==> config.mk <==
export PLATFORM = sky130hd
export DESIGN_NAME = hex_msg_sequencer
export DESIGN_NICKNAME = d
export VERILOG_FILES = /design/src/rtl/hex_msg_sequencer_pkg.sv /design/src/rtl/hex_blink_gen.sv /design/src/rtl/hex_msg_sequencer.sv
export SDC_FILE = /design/constraint.sdc
export NUM_CORES = 1
export LEC_CHECK = 0
export ABC_AREA = 1
export ABC_CLOCK_PERIOD_IN_PS = 5600
export CELL_PAD_IN_SITES_DETAIL_PLACEMENT = 1
export CELL_PAD_IN_SITES_GLOBAL_PLACEMENT = 1
export CORE_ASPECT_RATIO = 0.75
export CORE_MARGIN = 10
export CORE_UTILIZATION = 40
export DETAILED_ROUTE_END_ITERATION = 10
export PLACE_DENSITY_LB_ADDON = 0.1
export SLEW_MARGIN = 20
export SYNTH_ARGS = -nofsm -noshare
export SYNTH_HDL_FRONTEND = slang
export SYNTH_HIERARCHICAL = 1
export SYNTH_SLANG_ARGS = --single-unit
==> constraint.sdc <==
create_clock -name clk -period 5.6 [get_ports clk]
set_clock_uncertainty 0.15 [all_clocks]
set_input_delay 1.12 -clock clk [delete_from_list [all_inputs] [get_ports clk]]
set_output_delay 1.12 -clock clk [all_outputs]
set_load 0.02 [all_outputs]
==> src/rtl/hex_msg_sequencer_pkg.sv <==
// Shared character codes, FSM state encoding and square-to-code mapping for
// the six-digit chess status display and its seven-segment drivers.
package hex_msg_sequencer_pkg;

  localparam logic [4:0] CODE_1   = 5'd0;
  localparam logic [4:0] CODE_2   = 5'd1;
  localparam logic [4:0] CODE_3   = 5'd2;
  localparam logic [4:0] CODE_4   = 5'd3;
  localparam logic [4:0] CODE_5   = 5'd4;
  localparam logic [4:0] CODE_6   = 5'd5;
  localparam logic [4:0] CODE_7   = 5'd6;
  localparam logic [4:0] CODE_8   = 5'd7;
  localparam logic [4:0] CODE_A   = 5'd8;
  localparam logic [4:0] CODE_B   = 5'd9;
  localparam logic [4:0] CODE_C   = 5'd10;
  localparam logic [4:0] CODE_D   = 5'd11;
  localparam logic [4:0] CODE_E   = 5'd12;
  localparam logic [4:0] CODE_F   = 5'd13;
  localparam logic [4:0] CODE_G   = 5'd14;
  localparam logic [4:0] CODE_H   = 5'd15;
  localparam logic [4:0] CODE_I   = 5'd16;
  localparam logic [4:0] CODE_L   = 5'd17;
  localparam logic [4:0] CODE_P   = 5'd18;
  localparam logic [4:0] CODE_OFF = 5'd31;

  typedef enum logic [1:0] {
    ST_IDLE    = 2'd0,
    ST_MOVE    = 2'd1,
    ST_ILLEGAL = 2'd2
  } state_t;

  function automatic logic [4:0] rank_code(input logic [2:0] rank);
    return {2'b00, rank};
  endfunction

  function automatic logic [4:0] file_code(input logic [2:0] file);
    return CODE_A + {2'b00, file};
  endfunction

endpackage

==> src/rtl/hex_blink_gen.sv <==
// Free-running blink generator: phase flips every BLINK_HALF cycles; output
// high means blinking digits are currently blanked.
module hex_blink_gen
  import hex_msg_sequencer_pkg::*;
#(
  parameter int BLINK_HALF = 25_000_000
) (
  input  logic clk,
  input  logic reset,
  output logic blank
);

  localparam int CNT_W = $clog2(BLINK_HALF);

  logic [CNT_W-1:0] cnt_reg;
  logic             phase_reg;

  always_ff @(posedge clk) begin
    if (reset) begin
      cnt_reg   <= '0;
      phase_reg <= 1'b0;
    end else if (cnt_reg == CNT_W'(BLINK_HALF - 1)) begin
      cnt_reg   <= '0;
      phase_reg <= ~phase_reg;
    end else begin
      cnt_reg <= cnt_reg + 1'b1;
    end
  end

  assign blank = phase_reg;

endmodule

==> src/rtl/hex_msg_sequencer.sv <==
// Six-digit status/message sequencer for the chess board display.
// Define HEXMSG_BLINK_EN to enable cursor/banner blinking; otherwise all steady.
module hex_msg_sequencer
  import hex_msg_sequencer_pkg::*;
#(
  parameter int BLINK_HALF  = 25_000_000,
  parameter int HOLD_CYCLES = 100_000_000
) (
  input  logic       clk,
  input  logic       reset,
  input  logic       turn,
  input  logic [2:0] cur_file,
  input  logic [2:0] cur_rank,
  input  logic       sel_valid,
  input  logic [2:0] sel_file,
  input  logic [2:0] sel_rank,
  input  logic       move_strobe,
  input  logic [2:0] from_file,
  input  logic [2:0] from_rank,
  input  logic [2:0] to_file,
  input  logic [2:0] to_rank,
  input  logic       illegal_strobe,
  output logic [4:0] dig5,
  output logic [4:0] dig4,
  output logic [4:0] dig3,
  output logic [4:0] dig2,
  output logic [4:0] dig1,
  output logic [4:0] dig0
);

  localparam int HOLD_W = $clog2(HOLD_CYCLES);

  state_t            state_reg, state_next;
  logic [HOLD_W-1:0] hold_reg, hold_next;
  logic [11:0]       move_reg, move_next;
  logic [5:0][4:0]   dig_reg, dig_next;
  logic              blank;

`ifdef HEXMSG_BLINK_EN
  hex_blink_gen #(
    .BLINK_HALF(BLINK_HALF)
  ) u_blink (
    .clk   (clk),
    .reset (reset),
    .blank (blank)
  );
`else
  assign blank = 1'b0;
`endif

  always_comb begin
    state_next = state_reg;
    hold_next  = hold_reg;
    move_next  = move_reg;
    if (illegal_strobe) begin
      state_next = ST_ILLEGAL;
      hold_next  = '0;
    end else if (move_strobe) begin
      state_next = ST_MOVE;
      hold_next  = '0;
      move_next  = {from_file, from_rank, to_file, to_rank};
    end else if (state_reg != ST_IDLE) begin
      if (hold_reg == HOLD_W'(HOLD_CYCLES - 1)) begin
        state_next = ST_IDLE;
        hold_next  = '0;
      end else begin
        hold_next = hold_reg + 1'b1;
      end
    end
  end

  // Digits are built from the upcoming state so a strobe shows on the next cycle.
  always_comb begin
    dig_next = {6{CODE_OFF}};
    case (state_next)
      ST_MOVE: begin
        dig_next[5] = file_code(move_next[11:9]);
        dig_next[4] = rank_code(move_next[8:6]);
        dig_next[2] = file_code(move_next[5:3]);
        dig_next[1] = rank_code(move_next[2:0]);
      end
      ST_ILLEGAL: begin
        if (!blank) begin
          dig_next[5] = CODE_I;
          dig_next[4] = CODE_L;
          dig_next[3] = CODE_L;
        end
      end
      default: begin
        dig_next[5] = CODE_P;
        dig_next[4] = turn ? CODE_2 : CODE_1;
        if (!blank) begin
          dig_next[3] = file_code(cur_file);
          dig_next[2] = rank_code(cur_rank);
        end
        if (sel_valid) begin
          dig_next[1] = file_code(sel_file);
          dig_next[0] = rank_code(sel_rank);
        end
      end
    endcase
  end

  always_ff @(posedge clk) begin
    if (reset) begin
      state_reg <= ST_IDLE;
      hold_reg  <= '0;
      move_reg  <= '0;
      dig_reg   <= {6{CODE_OFF}};
    end else begin
      state_reg <= state_next;
      hold_reg  <= hold_next;
      move_reg  <= move_next;
      dig_reg   <= dig_next;
    end
  end

  assign dig5 = dig_reg[5];
  assign dig4 = dig_reg[4];
  assign dig3 = dig_reg[3];
  assign dig2 = dig_reg[2];
  assign dig1 = dig_reg[1];
  assign dig0 = dig_reg[0];

endmodule

* Word level (Yosys, flattened, before mapping) *
Cells that the tools add are included.

cells by class
  multiply operators = 0
  equal/unequal tests = 3
  shifts and indexed selects = 0
  add/sub/neg operators = 5
  div/mod/pow operators = 0
  $lt $le $gt $ge = 0
  bitwise logic cells = 1
  reduce and logical (&&, ||, !) cells = 4
  multiplexer cells = 12

operator list
  operator               count
  $pmux 10 s2            2
  $add 27x1->27 const B  1
  $eq 27x27->1 const B   1
  $mux 27                1
  $mux 12                2
  $add 4x3->5 const A    4
  $mux 10                1
  $pmux 5 s2             1
  $mux 2                 4
  $reduce_or 3->1        2
  $reduce_or 4->1        1
  $eq 2x1->1 const B     1
  $eq 2x2->1 const B     1
  $reduce_bool 2->1      1
  $mux 1                 1
  $not 1->1              1

word-level totals
  bits in read-only memories = 0
  output and inout bits = 30
  memories kept = 0
  bits in writable memories = 0
  logic and storage cells = 35
  register bits = 71
  bits in latches = 0

* Depth between registers and ports, before layout *
  depth after elaboration = 7
  mapped depth = 14
  depth with buffers taken out = 14

* Worst setup path before layout *
No wires, ideal clock.

  path kind = input to register
  start = in illegal_strobe
  end = reg dig_reg, in the netlist dig4[1]
  arrival = 2.420 ns
  buffers on the path = 1
  cell stages on the path = 9
  slack = 2.903 ns
  required time = 5.323 ns
  library setup time = 0.127 ns
  cells stage by stage = inv_1 -> nand2_1 -> inv_1 -> a21oi_2 -> ha_1 -> clkbuf_1 -> nor2_1 -> nor2_1 -> nor2_1

between the ends
  cells in the longest elaborated chain, start to end = 3

ends and longest elaborated chain
  what                                             line                      text
  from (decl)                                      hex_msg_sequencer.sv:22   input logic illegal_strobe,
  $mux 2                                           hex_msg_sequencer.sv:55   if (illegal_strobe) begin
  $eq 2x2->1 / $eq 2x1->1 (equally long branches)  hex_msg_sequencer.sv:75   case (state_next)
  $pmux 10 s2 *                                    hex_msg_sequencer.sv:75
  to (signal assigned)                             hex_msg_sequencer.sv:109  dig_reg <= {6{CODE_OFF}};
  to (signal assigned)                             hex_msg_sequencer.sv:114  dig_reg <= dig_next;
  to (decl)                                        hex_msg_sequencer.sv:36   logic [5:0][4:0] dig_reg, dig_next;

Mark *: on every way between the ends. The rest lies on a longest branch, timed or not.
A chain may end at the register's enable or synchronous reset.

* Final worst setup path *
  start = in illegal_strobe
  end = reg dig_reg, in the netlist dig1[0]

The elaborated chain is that of the path after synthesis.

==> metrics.txt <==
CP dominant cell by count nand2_1; die span in y between 90 and 100 um; Place WS 1.53 ns; final setup vio count 0; Die Wd 119 um; Slew HR between 40% and 50%; Buf/Inv on CP 3; Final min period around 3.7 ns; nets roughly 490; ANT nets after route 0; ys flop type dfxtp_1; Reg area 0.00134 mm^2; worst r2r path cells 14; GRT Util Overall 16.1%; Initial Utilization approximately two fifths; CTS resizes 0; buffers added on ports 59; largest net degree at the start of global routing 21; Ports 60; most common cell in the netlist nor2_1; Area Overhead vs Synth 28.8%; Worst EP required ~5.7 ns; delay-heaviest family, CP buffers and inverters; Setup TNS 0 ns; Crit. Startpoint illegal_strobe; Final Max Slew Viols 0; Netlist cell types 34; Post-synth EDFFs 0; TritonRoute pass-1 iters 4; max cap viols 0; Stages on worst setup path 11; worst flop-to-flop path endpoint dig1[0]; Max Root-Sink Buffers 2; clock root buffer clkbuf_8; Syn Inst Count just under 400; crit path kind primary input to flip-flop; hold path depth 2; initial antenna violation count 0; Remaining Overflow, GRT 0; period utilization between 60% and 70%; pwr/cell area approximately 280 mW/mm^2; max reg flops 27; area of the core approximately 0.0073 mm^2; largest cells by area after synthesis dfxtp_1 45%, nor2_1 12%, nand2_1 9.9%; largest area contributor in the netlist dfxtp_1; Setup Fix Bufs, Post-CTS 0; Worst-path clk slew roughly 0.070 ns; status completed; worst reg2reg startpoint hold_reg[0]; crit-path cells clkdlybuf4s50_1, inv_1, nand2_1, inv_1, a21oi_2, ha_1, nand2_1, nand2_1, o21ai_2, a21oi_1, o21ai_0; dpl hpwl 6760 um; #FFs+latches synth between 60 and 70; Max H-tree Level 3; post-DR wirelength/cell approximately 15 um; Mapped Avg Cell Area between 7 and 8 um^2; overall power 1.08 mW; fmax roughly 270 MHz; Worst path max stage delay about 0.6 ns; GPL Wtd Cong approximately 0.85; Net Count, Synth between 400 and 500; Post-CTS Hold Buffers 0; CP startpoint kind primary input; top-area cell type share of the netlist area 45.3%; area occupied by multi-input gates between 0.001 and 0.0015 mm^2; R2R Setup Slk approximately 2.5 ns; DRC Markers 0; Worst-Margin Slew a little over 0.8 ns; vias in the first global route 2810; HP Class flip-flop to flip-flop; Ys Warns 6; Mapped Area 0.00296 mm^2; Leakage 1.51 nW; Sink Count 67; first-pass GRT wire length about 14000 um; proportion of layout cells with a drive suffix above 1 8.73%; Num CTS Buffers 9; CP endpoint dig1[0]; slowest library cell on the worst path clkdlybuf4s50_1; vias 2691; row count 27; crit-path max FO 13; Worst Path Arrival 3.82 ns; initial DRC count about 140; ANT cells 0; CTS tree built; number of fill cells approximately 900; Worst Slack Setup Final roughly 1.9 ns; RSZ-0062 raised after global routing no; die area ~0.011 mm^2; peak supply drop between 0.15 and 0.2 mV; Vias/cell between 4 and 5; ys async rst share 0%; top post-synthesis cells by count 92 x nor2_1, 78 x nand2_1, 67 x dfxtp_1, 42 x inv_1, 20 x nand3_1; routed wire length between 8000 and 9000 um; Crit. End Element flip-flop; endpoints failing hold 0; worst skew pair latency 0.35 ns; sequential area share after synthesis between 40% and 50%
[logic make-up after synthesis]
group / share of synthesized area (%)
flip-flops: 45.3
AO/OA/AOI/OAI: 6.30
XOR/XNOR: 2.66
buffers and inverters: 7.99
multiplexers: 1.35
AND/OR/NAND/NOR: 34.3
adder cells (fa/ha/maj): 2.11
[layer usage]
metal  part of all wire [%]  track usage [%]  vias to the layer above
li1                       -                -                     1351
met1                     48             19.8                     1287
met2                     46             26.3                       44
met3                    4.5             4.83                        9
met4                    1.1             5.71                        0
met5                      0                0                        -
[worst register-to-register path, cell delays in order (launching register included)]
cell and delay, ns:
dfxtp_1 0.38, ha_1 0.22, nand3_2 0.14, inv_1 0.10, nand2_2 0.07, nor2_4 0.14, nand2_1 0.13, a21oi_2 0.26
inv_1 0.09, ha_1 0.55, nand2_1 0.15, nand2_1 0.22, o21ai_2 0.12, a21oi_1 0.12, o21ai_0 0.10
[final cells by class]
| class | count | area share, % |
|---|---|---|
| clock buffers | 10 | 3.35 |
| clock inverters | 6 | 2.10 |
| inverters | 44 | 4.33 |
| multi-input cells | 272 | 36.3 |
| flip-flops and latches | 67 | 35.2 |
| well taps | 101 | 3.31 |
| repair buffers | 59 | 15.5 |
[layout by cell type, fill, tap and decap left out, types with 2 or more instances in the layout]
master | netlist | layout
nor2_1 | 92 | 92
nand2_1 | 78 | 78
dfxtp_1 | 67 | 67
clkdlybuf4s50_1 | 0 | 59
inv_1 | 42 | 42
nand3_1 | 20 | 20
o21ai_0 | 14 | 14
clkbuf_8 | 0 | 9
a21oi_1 | 7 | 7
xor2_1 | 6 | 6
nand3_2 | 5 | 5
or2_2 | 5 | 5
nor3_1 | 5 | 5
nand4_1 | 5 | 5
ha_1 | 5 | 5
nor2_4 | 4 | 4
mux2i_1 | 4 | 4
o211ai_1 | 4 | 4
clkinv_2 | 0 | 4
xnor2_1 | 3 | 3
nand2_2 | 2 | 2
a21oi_2 | 2 | 2
a31oi_1 | 2 | 2
bufinv_16 | 0 | 2
[report_power, final]
group | total (mW) | internal, mW | leakage, nW | switching [mW]
logic | 0.145 | 0.0669 | 0.846 | 0.0776
registers | 0.508 | 0.500 | 0.550 | 0.00823
clock network | 0.432 | 0.248 | 0.110 | 0.184
[how the worst min path moves through the flow]
| stage | from | end | slack (ns) |
|---|---|---|---|
| 2_1_floorplan | move_reg[0] | move_reg[0] | 0.30 |
| 3_3_place_gp | move_reg[2] | move_reg[2] | 0.34 |
| 3_5_place_dp | move_reg[7] | move_reg[7] | 0.33 |
| 4_1_cts | move_reg[7] | move_reg[7] | 0.34 |
| 5_1_grt | move_reg[2] | move_reg[2] | 0.39 |
| 6_report | move_reg[8] | move_reg[8] | 0.34 |
[per-stage QoR]
step | area, um^2 | hold WS (ns) | cells | utilization, %
2_1_floorplan | 2960 | 0.304 | 393 | -
3_3_place_gp | 3610 | 0.336 | 543 | 49.6
3_5_place_dp | 3610 | 0.335 | 543 | 49.6
4_1_cts | 3810 | 0.345 | 559 | 52.5
5_1_grt | 3810 | 0.392 | 559 | 52.5
6_report | 3810 | 0.345 | 559 | 52.5
(Power assumes the default switching activity.)
